`src/rtl/mips_decode_exec.sv`:
```
// ID/EX decode/execute slice: main control decode, ALU-control decode and a 32-bit ALU.
// All outputs are registered with one cycle of latency.
module mips_decode_exec #(
  parameter int W = 32
) (
  input  logic         clk,
  input  logic         rst_n,
  input  logic [5:0]   opcode,
  input  logic [5:0]   funct,
  input  logic [W-1:0] a,
  input  logic [W-1:0] b,
  input  logic         bubble,
  output logic         regdst,
  output logic [1:0]   branch,
  output logic         memread,
  output logic         memwrite,
  output logic         memtoreg,
  output logic [1:0]   aluop,
  output logic         alusrc,
  output logic         regwrite,
  output logic [3:0]   aluctl,
  output logic [W-1:0] result,
  output logic         zero
);

  localparam logic [5:0] OP_RTYPE = 6'h00;
  localparam logic [5:0] OP_LW    = 6'h23;
  localparam logic [5:0] OP_SW    = 6'h2B;
  localparam logic [5:0] OP_BEQ   = 6'h04;
  localparam logic [5:0] OP_BNE   = 6'h05;
  localparam logic [5:0] OP_ADDI  = 6'h08;

  localparam logic [3:0] ALU_AND = 4'b0000;
  localparam logic [3:0] ALU_OR  = 4'b0001;
  localparam logic [3:0] ALU_ADD = 4'b0010;
  localparam logic [3:0] ALU_SUB = 4'b0110;
  localparam logic [3:0] ALU_SLT = 4'b0111;
  localparam logic [3:0] ALU_NOR = 4'b1100;
  localparam logic [3:0] ALU_BAD = 4'b1111;

  // Control word order: regdst, branch[1:0], memread, memtoreg, aluop[1:0], memwrite, alusrc, regwrite
  logic [9:0]   ctl_c;
  logic [1:0]   aluop_c;
  logic [3:0]   aluctl_c;
  logic [W-1:0] result_c;

  logic [9:0]   ctl_d,    ctl_q;
  logic [3:0]   aluctl_d, aluctl_q;
  logic [W-1:0] result_d, result_q;
  logic         zero_d,   zero_q;

  always_comb begin
    ctl_c = 10'b0;
    unique case (opcode)
      OP_RTYPE: ctl_c = 10'b1_00_0_0_10_0_0_1;
      OP_LW:    ctl_c = 10'b0_00_1_1_00_0_1_1;
      OP_SW:    ctl_c = 10'b0_00_0_0_00_1_1_0;
      OP_BEQ:   ctl_c = 10'b0_01_0_0_01_0_0_0;
      OP_BNE:   ctl_c = 10'b0_10_0_0_01_0_0_0;
      OP_ADDI:  ctl_c = 10'b0_00_0_0_00_0_1_1;
      default:  ctl_c = 10'b0;
    endcase
  end

  // ALU control follows the unbubbled decode so the datapath keeps computing during stalls.
  assign aluop_c = ctl_c[4:3];

  always_comb begin
    aluctl_c = ALU_BAD;
    unique case (aluop_c)
      2'b00: aluctl_c = ALU_ADD;
      2'b01: aluctl_c = ALU_SUB;
      2'b10: begin
        unique case (funct)
          6'h20:   aluctl_c = ALU_ADD;
          6'h22:   aluctl_c = ALU_SUB;
          6'h24:   aluctl_c = ALU_AND;
          6'h25:   aluctl_c = ALU_OR;
          6'h27:   aluctl_c = ALU_NOR;
          6'h2A:   aluctl_c = ALU_SLT;
          default: aluctl_c = ALU_BAD;
        endcase
      end
      default: aluctl_c = ALU_BAD;
    endcase
  end

  always_comb begin
    result_c = '0;
    unique case (aluctl_c)
      ALU_AND: result_c = a & b;
      ALU_OR:  result_c = a | b;
      ALU_ADD: result_c = a + b;
      ALU_SUB: result_c = a - b;
      ALU_SLT: result_c = {{(W-1){1'b0}}, ($signed(a) < $signed(b))};
      ALU_NOR: result_c = ~(a | b);
      default: result_c = '0;
    endcase
  end

  assign ctl_d    = bubble ? 10'b0 : ctl_c;
  assign aluctl_d = aluctl_c;
  assign result_d = result_c;
  assign zero_d   = (result_c == '0);

  always_ff @(posedge clk) begin
    if (!rst_n) begin
      ctl_q    <= '0;
      aluctl_q <= '0;
      result_q <= '0;
      zero_q   <= 1'b0;
    end else begin
      ctl_q    <= ctl_d;
      aluctl_q <= aluctl_d;
      result_q <= result_d;
      zero_q   <= zero_d;
    end
  end

  assign regdst   = ctl_q[9];
  assign branch   = ctl_q[8:7];
  assign memread  = ctl_q[6];
  assign memtoreg = ctl_q[5];
  assign aluop    = ctl_q[4:3];
  assign memwrite = ctl_q[2];
  assign alusrc   = ctl_q[1];
  assign regwrite = ctl_q[0];
  assign aluctl   = aluctl_q;
  assign result   = result_q;
  assign zero     = zero_q;

endmodule

```
`config.mk`:
```
export PLATFORM = sky130hd
export DESIGN_NAME = mips_decode_exec
export DESIGN_NICKNAME = d
export VERILOG_FILES = /design/src/rtl/mips_decode_exec.sv
export SDC_FILE = /design/constraint.sdc
export NUM_CORES = 1
export LEC_CHECK = 0
export CORE_MARGIN = 5
export CORE_UTILIZATION = 50
export DETAILED_ROUTE_END_ITERATION = 10
export PLACE_DENSITY = 0.77
export SYNTH_ARGS = -nofsm -noshare
export SYNTH_HDL_FRONTEND = slang
export SYNTH_SLANG_ARGS = --single-unit
```
`constraint.sdc`:
```
create_clock -name clk -period 6.1 [get_ports clk]
set_clock_uncertainty 0.2 [all_clocks]
set_input_delay 1.83 -clock clk [delete_from_list [all_inputs] [get_ports clk]]
set_output_delay 1.83 -clock clk [all_outputs]
set_load 0.05 [all_outputs]
```
==> impl_metrics.yaml, run 1 <==
run_status:
  status: "finished, final reports clean"
timing:
  setup_tns_ps: 0
  rsz0062_at_grt: "no"
  fmax_mhz: 173
  period_share_pct: 94.5
  finalHoldViolations: 0
  setup_violations: 0
  worst_pin_slew_ps: 804
  setup_ws_ps: 333
  maxSlewViolCount: 0
  period_needed_ps: 5770
  slew_headroom_pct: 46.4
grt:
  antenna_found_initial: 0
  grt_pass1_wl_um: 37700
  grt_pass1_vias: 7342
  grt_remaining_overflow: 0
  grt_max_degree: 39
  grt_util_all_layers_pct: 28.1
setup_path:
  critical_path_required_ps: 6130
  start_kind: "input port"
  path_class: "in -> reg"
  worstPathArrival_ps: 5800
  cp_max_fo: 4
  crit_top_cell: "nor4_1"
  crit_path_cell_trace: "clkdlybuf4s50_1 -> inv_1 -> ha_1 -> fa_1 -> o21ba_2 -> or4_1 -> a21oi_1 -> nor4_1 -> o21ai_1 -> o221ai_1 -> a221oi_1 -> o22ai_1 -> nor4_1 -> nand4_1 -> nor3_2"
  endpoint_kind: "flip-flop"
  worst-path-buf-inv: 2
  max_stage_delay_ps: 490
  crit_slowest_cell: "clkdlybuf4s50_1"
  cp-startpoint: "a[0]"
  path_delay_family: "compound AO/OA/AOI/OAI gates"
pwr:
  vdd_ir_drop_max_uv: 103
  leakagePower_nw: 3.66
  powerDensity_nw_per_um2: 163
floorplanning:
  die_y_um: 127
  num_rows: 42
  dieArea_um2: 16200
  die_width_um: 127
  core_um2: 13300
  initial_core_util_pct: 51.6
  io_pins: 126
layout:
  syn_to_final_growth_pct: 23.8
  nFillCells: 1239
  multi_input_area_um2: 5340
  drive_above_1_share_pct: 7.98
  fin_nets: 1228
  post-route-util_pct: 63.8
  regArea_um2: 901
  antenna_cells: 0
  instances_no_fill: 1228
logic_synthesis:
  ys_ff_latch: 45
  synth_nets: 1112
  ys.flop_type: "dfxtp_1"
  synth.distinct_cells: 83
  async_flop_share_pct: 0
  ys.warnings.count: 0
  ys_seq_area_share_pct: 13.1
  synth_edf_count: 0
  syn_avg_cell_area_um2: 7.36
  syn-cell-area_um2: 6880
  syn_inst: 935
cts:
  tritoncts: "yes"
  cts-htree-levels: 2
  clockBufferDepth: 2
  clkTransAtPathRegs_ps: 70
  clock-sinks: 45
  cts-resized-gates: 0
  cts_hold_buf: 0
  cts_inserted_buffers: 5
  cts-root-buf: "clkbuf_16"
  cts_setup_buffers: 0
routing:
  wire_per_inst_um: 19.1
  first_pass_iters: 6
  wl_um: 23500
  num_vias: 7672
  drc: 0
  ant_nets: 0
  vias_per_cell: 6.25
  drt_iter0_drc: 1046
placement:
  dp_cells: 1220
  gp_congestion: 1.02
  dp_slack_ps: 58.2
  io_buffer_count: 125
  place_hpwl_um: 18600
min_path:
  hold_path_class: "in -> reg"
  min_from: "opcode[0]"
job:
  drv_cap: 0
-- path summary, 6_finish.rpt --
path,to,slack [ps],cells after the start
setup / recovery,zero$_SDFF_PN0_,330,15
hold / removal,ctl_q[7]$_SDFF_PP0_,2010,2
-- cells in the final DEF, fill, tap and decap left out, types with 6 or more instances in the layout --
| cell | synthesis | final |
|---|---|---|
| nand2b_1 | 11 | 11 |
| xnor2_1 | 34 | 34 |
| buf_4 | 9 | 39 |
| o211ai_1 | 10 | 10 |
| a221o_1 | 9 | 9 |
| o221ai_1 | 15 | 15 |
| nand4_1 | 8 | 8 |
| nor2b_1 | 29 | 29 |
| a311oi_1 | 6 | 6 |
| a211oi_1 | 12 | 12 |
| o21ai_0 | 31 | 31 |
| nor4_1 | 11 | 11 |
| ha_1 | 96 | 96 |
| a21oi_1 | 83 | 83 |
| o21bai_1 | 9 | 9 |
| a22oi_1 | 29 | 29 |
| nand3_1 | 17 | 17 |
| nor2_1 | 72 | 71 |
| dfxtp_1 | 45 | 45 |
| inv_1 | 96 | 96 |
| nor3_1 | 22 | 22 |
| clkdlybuf4s50_1 | 0 | 124 |
| and3_1 | 7 | 7 |
| and2_1 | 18 | 18 |
| o31ai_1 | 11 | 11 |
| o21a_1 | 10 | 10 |
| a31oi_1 | 9 | 9 |
| nand2_1 | 52 | 52 |
| a21o_1 | 13 | 13 |
| or2_2 | 10 | 10 |
| o22ai_1 | 8 | 8 |
-- logic make-up after synthesis --
kind of cell | Yosys count | synth area share (%)
AOI/OAI and AO/OA | 323 | 33.6
and+or+nand+nor | 281 | 21.3
buffers and inverters | 153 | 9.49
adders and majority gates | 98 | 18.0
DFF | 45 | 13.1
xor gates and xnor gates | 34 | 4.33
muxes | 1 | 0.145
-- area by class of cell --
type	count	area share [%]
clock buffers	5	1.47
inverters	97	4.27
well taps	176	2.58
multi-input cells	737	62.6
repair buffers	165	18.3
flip-flops and latches	45	10.6
clock inverters	3	0.206
-- flip-flops by register name, summed over array words and instances, names as in the netlist --
register and count:
aluctl 4, result 32, ctl_q 8, zero 1
-- cell usage after synthesis (all sizes together) (11+ instances only) --
library cell / number / area (um^2)
a211oi: 12 / 90.1
a21o: 14 / 113
a21oi: 85 / 433
a22oi: 29 / 218
and2: 18 / 113
buf: 27 / 179
clkbuf: 29 / 110
dfxtp: 45 / 901
ha: 96 / 1200
inv: 97 / 364
nand2: 52 / 195
nand2b: 11 / 68.8
nand3: 17 / 85.1
nor2: 72 / 270
nor2b: 29 / 181
nor3: 24 / 136
nor4: 11 / 68.8
o21ai: 34 / 170
o221ai: 16 / 146
o31ai: 11 / 82.6
xnor2: 34 / 298
-- per-layer routing --
layer	global-route usage (%)	wire (um)
met5	0	0
met4	8.77	668
met3	4.51	2360
met2	44.0	10200
met1	39.5	10300
-- power by group --
group / total, W / switching, W / internal (W)
combinational: 0.000787 / 0.000473 / 0.000314
clock: 0.000273 / 0.000123 / 0.000151
sequential: 0.000328 / 0.00000723 / 0.000320
-- per-stage QoR --
stage          instance area, um^2  total power [W]  hold WS, ps
5_1_grt                       8520          0.00146         2040
3_3_place_gp                  8380          0.00110         2300
6_report                      8520          0.00139         2010
2_1_floorplan                 6880         0.000839         1700
4_1_cts                       8520          0.00137         2010
3_5_place_dp                  8380          0.00110         2310
Note: power is estimated with default switching activity, not from simulation.
==> run 2, diff against run 1 <==
--- a/config.mk
+++ b/config.mk
@@ -6,9 +6,8 @@
 export NUM_CORES = 1
 export LEC_CHECK = 0
 export CORE_MARGIN = 5
-export CORE_UTILIZATION = 50
+export CORE_UTILIZATION = 35
 export DETAILED_ROUTE_END_ITERATION = 10
-export PLACE_DENSITY = 0.77
 export SYNTH_ARGS = -nofsm -noshare
 export SYNTH_HDL_FRONTEND = slang
 export SYNTH_SLANG_ARGS = --single-unit
==> run 2 against run 1 <==
  * Global-route usage down 6.6 points
  * Sequential cell count is the same
  * Clock power up 30%
  * Critical path depth unchanged
  * Wire length grew 5.7%
  * Maximum frequency is 1.4% lower
  * Sequential share of layout area down 0.32 points
  * First-iteration DRC count shrank 27%
  * Utilization decreased by 19 points
  * Non-clock buffer count grew 15
  * Setup slack got worse by 79 ps
  * Clock-buffer cell count unchanged
  * Largest cell class unchanged
  * Largest power group unchanged
==> impl_metrics.yaml, run 2 (synthesis results as in run 1) <==
layout:
  final_common_cell: "clkdlybuf4s50_1"
  instances_no_fill: 1332
  largest_register_ffs: 32
  syn_to_final_growth_pct: 27.6
  fin_nets: 1243
  antenna_cells: 0
  most-common-layout-cells: "clkdlybuf4s50_1 (124), inv_1 (96), ha_1 (96)"
  post-route-util_pct: 45.3
  drive_above_1_share_pct: 9.37
job:
  drv_cap: 0
run_status:
  status: "finished, final reports clean"
routing:
  wl_um: 24800
  first_pass_iters: 5
  drc: 0
  vias_per_cell: 5.68
  drt_iter0_drc: 765
  num_vias: 7560
  ant_nets: 0
  wire_per_inst_um: 18.6
timing:
  rsz0062_at_grt: "no"
  fmax_mhz: 171
  setup_violations: 0
  worst_pin_slew_ps: 724
  period_needed_ps: 5850
  setup_tns_ps: 0
  finalHoldViolations: 0
  slew_headroom_pct: 51.3
  maxSlewViolCount: 0
  period_share_pct: 95.8
pwr:
  powerDensity_nw_per_um2: 170
  p_int_w: 0.000881
  p_sw_share_pct: 40.9
  pwr-share-comb_pct: 54.3
  vdd_ir_drop_max_uv: 139
  leakagePower_nw: 3.76
  clockPowerShare_pct: 23.8
  p_switching_w: 0.000610
  seqPwrFrac_pct: 21.9
floorplanning:
  core_um2: 19400
  dieArea_um2: 22600
  die_width_um: 150
  io_pins: 126
  num_rows: 51
  die_y_um: 150
  initial_core_util_pct: 35.5
cts:
  clkTransAtPathRegs_ps: 70
  tritoncts: "yes"
  cts-root-buf: "clkbuf_16"
  cts_inserted_buffers: 5
  cts_setup_buffers: 0
  clock-sinks: 45
  clockBufferDepth: 2
  cts-resized-gates: 0
  cts-htree-levels: 2
  cts_hold_buf: 0
placement:
  gp_congestion: 0.973
  dp_cells: 1324
  io_buffer_count: 125
  place_hpwl_um: 20100
grt:
  grt_util_all_layers_pct: 21.5
  grt_pass1_wl_um: 39000
  grt_max_degree: 39
  antenna_found_initial: 0
  grt_pass1_vias: 7202
  grt_remaining_overflow: 0
setup_path:
  cp_max_fo: 4
  start_kind: "input port"
  path_class: "in -> reg"
  critical_path_required_ps: 6120
  worstPathArrival_ps: 5870
  endpoint_kind: "flip-flop"
min_path:
  hold-path-endpoint: "ctl_q[7]$_SDFF_PP0_"
  hold-path-cell-count: 2
  hold_path_class: "in -> reg"
  min_from: "opcode[0]"
==> run 2: cell type report <==
| type | count | area (um^2) |
|---|---|---|
| multi-input combinational | 737 | 5340 |
| timing repair buffer | 180 | 1660 |
| tap | 265 | 332 |
| clock inverter | 3 | 65.1 |
| sequential | 45 | 901 |
| inverter | 97 | 364 |
| fill | 2028 | 10600 |
| clock buffer | 5 | 125 |
==> run 2: how the worst max path moves through the flow <==
stage	startpoint	endpoint	slack, ps	cells past startpoint
after floorplan	a[0]	zero$_SDFF_PN0_	1080	14
final	a[0]	zero$_SDFF_PN0_	250	15
after global placement	a[0]	zero$_SDFF_PN0_	160	15
after detailed placement	a[0]	zero$_SDFF_PN0_	20	15
after CTS	a[0]	zero$_SDFF_PN0_	320	15
after global routing	b[0]	zero$_SDFF_PN0_	60	15
==> run 2: power groups by stage <==
stage	Combinational, W	Sequential (W)	Clock [W]
6_report	0.000810	0.000327	0.000354
3_5_place_dp	0.000795	0.000334	0
5_1_grt	0.000872	0.000329	0.000374
2_1_floorplan	0.000410	0.000428	0
4_1_cts	0.000800	0.000327	0.000362
3_3_place_gp	0.000799	0.000333	0
==> run 2: stage by stage <==
stage                     worst slack, ps  hold slack, ps  cell area (um^2)  power [W]
final                                 254            2030              8790    0.00149
after global routing                 59.8            2080              8790    0.00158
after CTS                             316            2020              8780    0.00149
after detailed placement             17.8            2310              8590    0.00113
after global placement                155            2320              8590    0.00113
after floorplan                      1080            1700              6880   0.000839
==> run 2: worst max-delay path: stages <==
cell and delay [ps]:
clkdlybuf4s50_1 480, inv_1 60, ha_1 220, fa_1 420, o21ba_2 230, or4_1 490
nand2_1 190, a21oi_1 110, a221o_1 360, a21oi_1 230, nor4bb_1 370, nand4_1 160
nor4_1 370, nand4_1 200, nor3_2 170
==> run 2: metal layers <==
metal | vias up | part of all wire, % | GRT usage, %
li1 | 3654 | - | -
met1 | 3468 | 46 | 30.5
met2 | 391 | 42 | 33.1
met3 | 47 | 9.6 | 4.06
met4 | 0 | 2.5 | 5.81
met5 | - | 0 | 0
